$ cat config.mk
export PLATFORM = sky130hd
export DESIGN_NAME = gray_updown_counter_system
export DESIGN_NICKNAME = d
export VERILOG_FILES = /design/src/rtl/gray_counter_pkg.sv /design/src/rtl/debounce_pulse.sv /design/src/rtl/gray_updown_counter_system.sv
export SDC_FILE = /design/constraint.sdc
export NUM_CORES = 1
export LEC_CHECK = 0
export ABC_AREA = 1
export BUFFER_PORTS_ARGS = -buffer_cell sky130_fd_sc_hd__buf_2
export CAP_MARGIN = 0
export CORE_ASPECT_RATIO = 1.4
export CORE_MARGIN = 2
export CORE_UTILIZATION = 43
export CTS_BUF_LIST = sky130_fd_sc_hd__clkbuf_8 sky130_fd_sc_hd__clkbuf_16
export DETAILED_ROUTE_END_ITERATION = 10
export GPL_ROUTABILITY_DRIVEN = 0
export HOLD_SLACK_MARGIN = 0.05
export PLACE_DENSITY = 0.6
export SLEW_MARGIN = 10
export SYNTH_ARGS = -nofsm -noshare
export SYNTH_HDL_FRONTEND = slang
export SYNTH_SLANG_ARGS = --single-unit
$ cat constraint.sdc
create_clock -name clk -period 1.5 [get_ports clk]
set_input_delay 0.3 -clock clk [delete_from_list [all_inputs] [get_ports clk]]
set_output_delay 0.3 -clock clk [all_outputs]
set_load 0.01 [all_outputs]
$ cat src/rtl/gray_counter_pkg.sv
// Shared channel indices and the binary-to-Gray helper for the Gray up/down counter.
package gray_counter_pkg;

  localparam int CH_UP   = 0;
  localparam int CH_DOWN = 1;
  localparam int CH_CLR  = 2;
  localparam int NUM_CH  = 3;

  // Widest count the helper handles; callers size-cast in and out of it.
  localparam int GRAY_MAX_W = 32;

  function automatic logic [GRAY_MAX_W-1:0] bin2gray(input logic [GRAY_MAX_W-1:0] bin);
    return bin ^ (bin >> 1);
  endfunction

endpackage

$ cat src/rtl/debounce_pulse.sv
// One button channel: 2-flop synchroniser, stable-time debouncer and a
// one-cycle pulse on the rising edge of the debounced level.
module debounce_pulse #(
  parameter int DB_CYCLES = 16
) (
  input  logic clk,
  input  logic reset,
  input  logic noisy,
  output logic clean,
  output logic pulse
);

  localparam int            CW       = $clog2(DB_CYCLES) + 1;
  localparam logic [CW-1:0] CNT_LAST = CW'(DB_CYCLES - 1);

  logic          s1_q, s2_q;
  logic          clean_q, clean_d;
  logic          pulse_q, pulse_d;
  logic [CW-1:0] cnt_q, cnt_d;

  // Count consecutive cycles where the synchronised input disagrees with the
  // clean level; flip the level once the disagreement has lasted long enough.
  always_comb begin
    cnt_d   = cnt_q;
    clean_d = clean_q;
    pulse_d = 1'b0;
    if (s2_q == clean_q) begin
      cnt_d = '0;
    end else if (cnt_q == CNT_LAST) begin
      cnt_d   = '0;
      clean_d = ~clean_q;
      pulse_d = ~clean_q;   // only a 0->1 flip produces a press pulse
    end else begin
      cnt_d = cnt_q + 1'b1;
    end
  end

  // Synchroniser, debounce state and registered pulse; reset drops any press in flight.
  always_ff @(posedge clk) begin
    if (!reset) begin
      s1_q    <= 1'b0;
      s2_q    <= 1'b0;
      cnt_q   <= '0;
      clean_q <= 1'b0;
      pulse_q <= 1'b0;
    end else begin
      s1_q    <= noisy;
      s2_q    <= s1_q;
      cnt_q   <= cnt_d;
      clean_q <= clean_d;
      pulse_q <= pulse_d;
    end
  end

  assign clean = clean_q;
  assign pulse = pulse_q;

endmodule

$ cat src/rtl/gray_updown_counter_system.sv
// Three debounced buttons drive an N-bit up/down counter (N <= 32) shown on
// leds in Gray code; limit_evt flags every wrap or blocked step.
module gray_updown_counter_system
  import gray_counter_pkg::*;
#(
  parameter int N         = 8,
  parameter int DB_CYCLES = 16,
  parameter bit WRAP      = 1'b1
) (
  input  logic         clk,
  input  logic         reset,
  input  logic         noisy_up,
  input  logic         noisy_down,
  input  logic         noisy_clr,
  output logic [N-1:0] leds,
  output logic         limit_evt
);

  localparam logic [N-1:0] BIN_MAX = '1;

  logic [NUM_CH-1:0] noisy_w;
  logic [NUM_CH-1:0] pulse_w;
  logic [NUM_CH-1:0] clean_unused;

  logic [N-1:0] bin_q, bin_d;
  logic [N-1:0] leds_q;
  logic         evt_q, evt_d;

  assign noisy_w[CH_UP]   = noisy_up;
  assign noisy_w[CH_DOWN] = noisy_down;
  assign noisy_w[CH_CLR]  = noisy_clr;

  for (genvar ch = 0; ch < NUM_CH; ch++) begin : g_ch
    debounce_pulse #(.DB_CYCLES(DB_CYCLES)) u_db (
      .clk   (clk),
      .reset (reset),
      .noisy (noisy_w[ch]),
      .clean (clean_unused[ch]),
      .pulse (pulse_w[ch])
    );
  end

  // Next count from this cycle's pulses: clear wins, up+down cancel, limits wrap or saturate.
  always_comb begin
    bin_d = bin_q;
    evt_d = 1'b0;
    if (pulse_w[CH_CLR]) begin
      bin_d = '0;
    end else if (pulse_w[CH_UP] && pulse_w[CH_DOWN]) begin
      bin_d = bin_q;
    end else if (pulse_w[CH_UP]) begin
      if (bin_q == BIN_MAX) begin
        evt_d = 1'b1;
        if (WRAP) bin_d = '0;
      end else begin
        bin_d = bin_q + 1'b1;
      end
    end else if (pulse_w[CH_DOWN]) begin
      if (bin_q == '0) begin
        evt_d = 1'b1;
        if (WRAP) bin_d = BIN_MAX;
      end else begin
        bin_d = bin_q - 1'b1;
      end
    end
  end

  // Count, Gray output and event flag all update on the same edge.
  always_ff @(posedge clk) begin
    if (!reset) begin
      bin_q  <= '0;
      leds_q <= '0;
      evt_q  <= 1'b0;
    end else begin
      bin_q  <= bin_d;
      leds_q <= N'(bin2gray(GRAY_MAX_W'(bin_d)));
      evt_q  <= evt_d;
    end
  end

  assign leds      = leds_q;
  assign limit_evt = evt_q;

endmodule
==> impl_metrics.toml <==
[final_layout]
nFillCells = 483
layout-drive-gt1-share_pct = 37.6
nNetsFinal = 361
diodes = 0
finalNonFillerCells = 412
syn_to_final_growth_pct = 35.6
final_area_mm2 = 0.00287

[hold_path]
hold_class = "in -> reg"
hp-start = "noisy_down"
hold_depth = 3
holdPathEnd = "g_ch[1].u_db.s1_q$_SDFF_PN0_"

[sta]
rsz0062_at_grt = "yes"
finalMaxSlewViolations = 0
setup_viol = 0
worstMarginPinSlew_ns = 0.312
relSlewSlack_pct = 79.1
hold_ws_ns = 0.191
fin_tns_setup_ns = 0
finalHoldViolations = 0
finClkSkew_ns = 0.00366
post-route-min-period_ns = 1.49
fin_crit_sh_pct = 99.5
clock.fmax_ghz = 0.670

[cts]
clockBufferDepth = 2
htree_levels = 2
cts_tree = "built"
cts.sinks = 43
clkSlewWorstSetupHoldPaths_ns = 0.07
cts-buffers-inserted = 5
clk_latency_ns = 0.29
cts-root-buf = "clkbuf_8"

[floorplanning]
die_x_um = 63.3
ios = 14
design.core.area_mm2 = 0.00480
rows = 30
start_util_pct = 44.1
die_area_mm2 = 0.00551
die_height_um = 87.0

[placement]
place_hpwl_um = 3470
postPlaceCellArea_mm2 = 0.00242
dp.cells = 398
port_buffers = 13

[synthesis]
synth.cell_area_mm2 = 0.00212
ys_warn_count = 0
synth_fp_nets = 314
netlist.area_leader.share_pct = 40.6
synth_cell_types = 27
yosysMostFrequentCell = "nand2_1"
synth.area.top_cells = "dfxtp_1 41%, nand2_1 13%, nor2_1 7.1%"
synthFlopType = "dfxtp_1"
yosys.area.top_type = "dfxtp_1"
seq_area_frac_synth_pct = 40.6
async_flop_share_pct = 0
ys_ff_latch = 43
netlist_top_cells_count = "74 x nand2_1, 43 x dfxtp_1, 40 x nor2_1"
synthCells = 300
syn_area_per_cell_um2 = 7.06
synth_edf_count = 0

[setup_path]
cp-end-kind = "register"
startpoint_type = "register"
r2r_end = "leds[3]$_SDFF_PN0_"
critPathBufInv = 1
crit_top_cell = "nand2_1"
crit_path_max_fanout = 5
worstPathRequired_ns = 1.73
r2r_cells = 12
crit_start = "bin_q[0]$_SDFF_PN0_"
critPathSlowestCell = "dfxtp_4"
crit_family = "simple AND/OR/NAND/NOR gates"
cpPeakStageDelay_ns = 0.37
rr_startpoint = "bin_q[0]$_SDFF_PN0_"
cp.arrival_ns = 1.73
ff2ff_setup_slack_ns = 0.007
crit_chain = "inv_6 -> ha_4 -> nand2_4 -> nor2_4 -> nand2_4 -> nand3_1 -> nand2_1 -> nand2_2 -> nand2_1 -> nor2_2 -> nand3_1 -> nand2_1"
worst-setup-path-type = "reg -> reg"

[routing]
ant_nets = 0
routed_wl_um = 4720
drt-pass1-iter-count = 4
drt-initial-drc-count = 55
drc = 0
wire_per_inst_um = 11.5
routed-via-count = 2009
vias_per_cell = 4.88

[power_and_ir_drop]
vdd.ir_drop.worst_uv = 777
total_power_uw = 1970
comb_power_share_pct = 2.6
power_switching_uw = 390
p_leak_uw = 0.00128
swShare_pct = 19.8
p_clk_share_pct = 39.0
p_int_uw = 1580
power.density_mw_per_mm2 = 685
pwr-share-seq_pct = 58.4

[grt]
grt_use_met2_pct = 36.3
met1_usage_pct = 19.6
grt_start_max_net_pins = 14
grt_pass1_vias = 1920
grt_pass1_wl_um = 8170
top_usage_layer = "met2"
grt_use_total_pct = 18.7
globalRouteOverflowTotal = 0
grtUsageMet3_pct = 2.98
grt_antenna_before_repair = 0

[run_status]
status = "complete, no violations"

[run]
cap_violations = 0
cell type report:
class,count,area [µm²],share of cell area (%)
Multi-Input combinational cell,211,1330,46.4
Sequential cell,43,886,30.8
Timing Repair Buffer,46,317,11.0
Inverter,40,158,5.49
Clock buffer,7,96.3,3.35
Tap cell,64,80.1,2.79
Clock inverter,1,3.75,0.131
per-stage QoR:
| stage | utilization (%) | setup WS, ns |
|---|---|---|
| floorplan | - | 0.0421 |
| global placement | 50.4 | -0.122 |
| detailed placement | 50.4 | -0.131 |
| CTS | 54.6 | -0.0125 |
| global route | 59.8 | -0.128 |
| finish | 59.8 | 0.00682 |
power groups by stage:
stage / combinational, µW / clock (µW) / sequential (µW)
global placement: 45.5 / 0 / 1180
CTS: 48.2 / 794 / 1150
detailed placement: 46.1 / 0 / 1180
floorplan: 27.2 / 0 / 1180
finish: 50.7 / 767 / 1150
global route: 58.9 / 835 / 1150
worst max path at each step:
stage / end / slack (ns) / cells past startpoint
2_1_floorplan: g_ch[1].u_db.cnt_q[3]$_SDFF_PP0_ / 0.04 / 8
3_3_place_gp: leds[4]$_SDFF_PN0_ / -0.12 / 11
3_5_place_dp: leds[5]$_SDFF_PN0_ / -0.13 / 12
4_1_cts: leds[3]$_SDFF_PN0_ / -0.01 / 13
5_1_grt: leds[1]$_SDFF_PN0_ / -0.13 / 12
6_report: leds[3]$_SDFF_PN0_ / 0.007 / 12
cell usage in the layout, fill, tap and decap left out, types with 4 or more instances in the layout:
| cell | synthesis | final |
|---|---|---|
| nand2_4 | 1 | 7 |
| o21ai_0 | 9 | 5 |
| buf_4 | 3 | 32 |
| nand2_2 | 7 | 11 |
| nand2_1 | 74 | 64 |
| ha_4 | 0 | 7 |
| a21oi_1 | 16 | 15 |
| dfxtp_2 | 0 | 5 |
| nand4_1 | 4 | 4 |
| inv_2 | 2 | 5 |
| nor2_1 | 40 | 26 |
| buf_2 | 1 | 13 |
| dfxtp_4 | 0 | 5 |
| nand3_1 | 27 | 21 |
| nand3_2 | 1 | 5 |
| nor2_2 | 3 | 15 |
| nor2_4 | 3 | 5 |
| inv_1 | 38 | 34 |
| clkbuf_8 | 0 | 7 |
| dfxtp_1 | 43 | 33 |
cell families after synthesis:
family / synth area share, %
simple gates: 35.4
buf+inv: 9.10
flops: 40.6
compound gates: 9.10
fa+ha+maj: 5.32
xor+xnor: 0.414
layer usage:
metal | up-vias | wire length, µm
li1 | 1051 | -
met1 | 926 | 1850
met2 | 25 | 2680
met3 | 7 | 101
met4 | 0 | 92
met5 | - | 0
registers in the layout (all words and copies together) (netlist names):
name	cells
g_ch.u_db.s2_q	3
limit_evt	1
g_ch.u_db.pulse	3
leds	7
bin_q	8
g_ch.u_db.s1_q	3
g_ch.u_db.clean	3
g_ch.u_db.cnt_q	15
tightest hold or removal path: stages:
cell and delay (ns):
buf_2 0.07, nand2_1 0.04, inv_1 0.04
timing repair:
| item | CTS | global route |
|---|---|---|
| hold buffers | 0 | 0 |
| resized for setup | 29 | 60 |
| pin swaps | 6 | 20 |
| endpoints found under the hold margin | 0 | 0 |
| setup buffers | 1 | 5 |
| endpoints found under the setup margin | 18 | 28 |
Power figures use the tool's default switching activity.
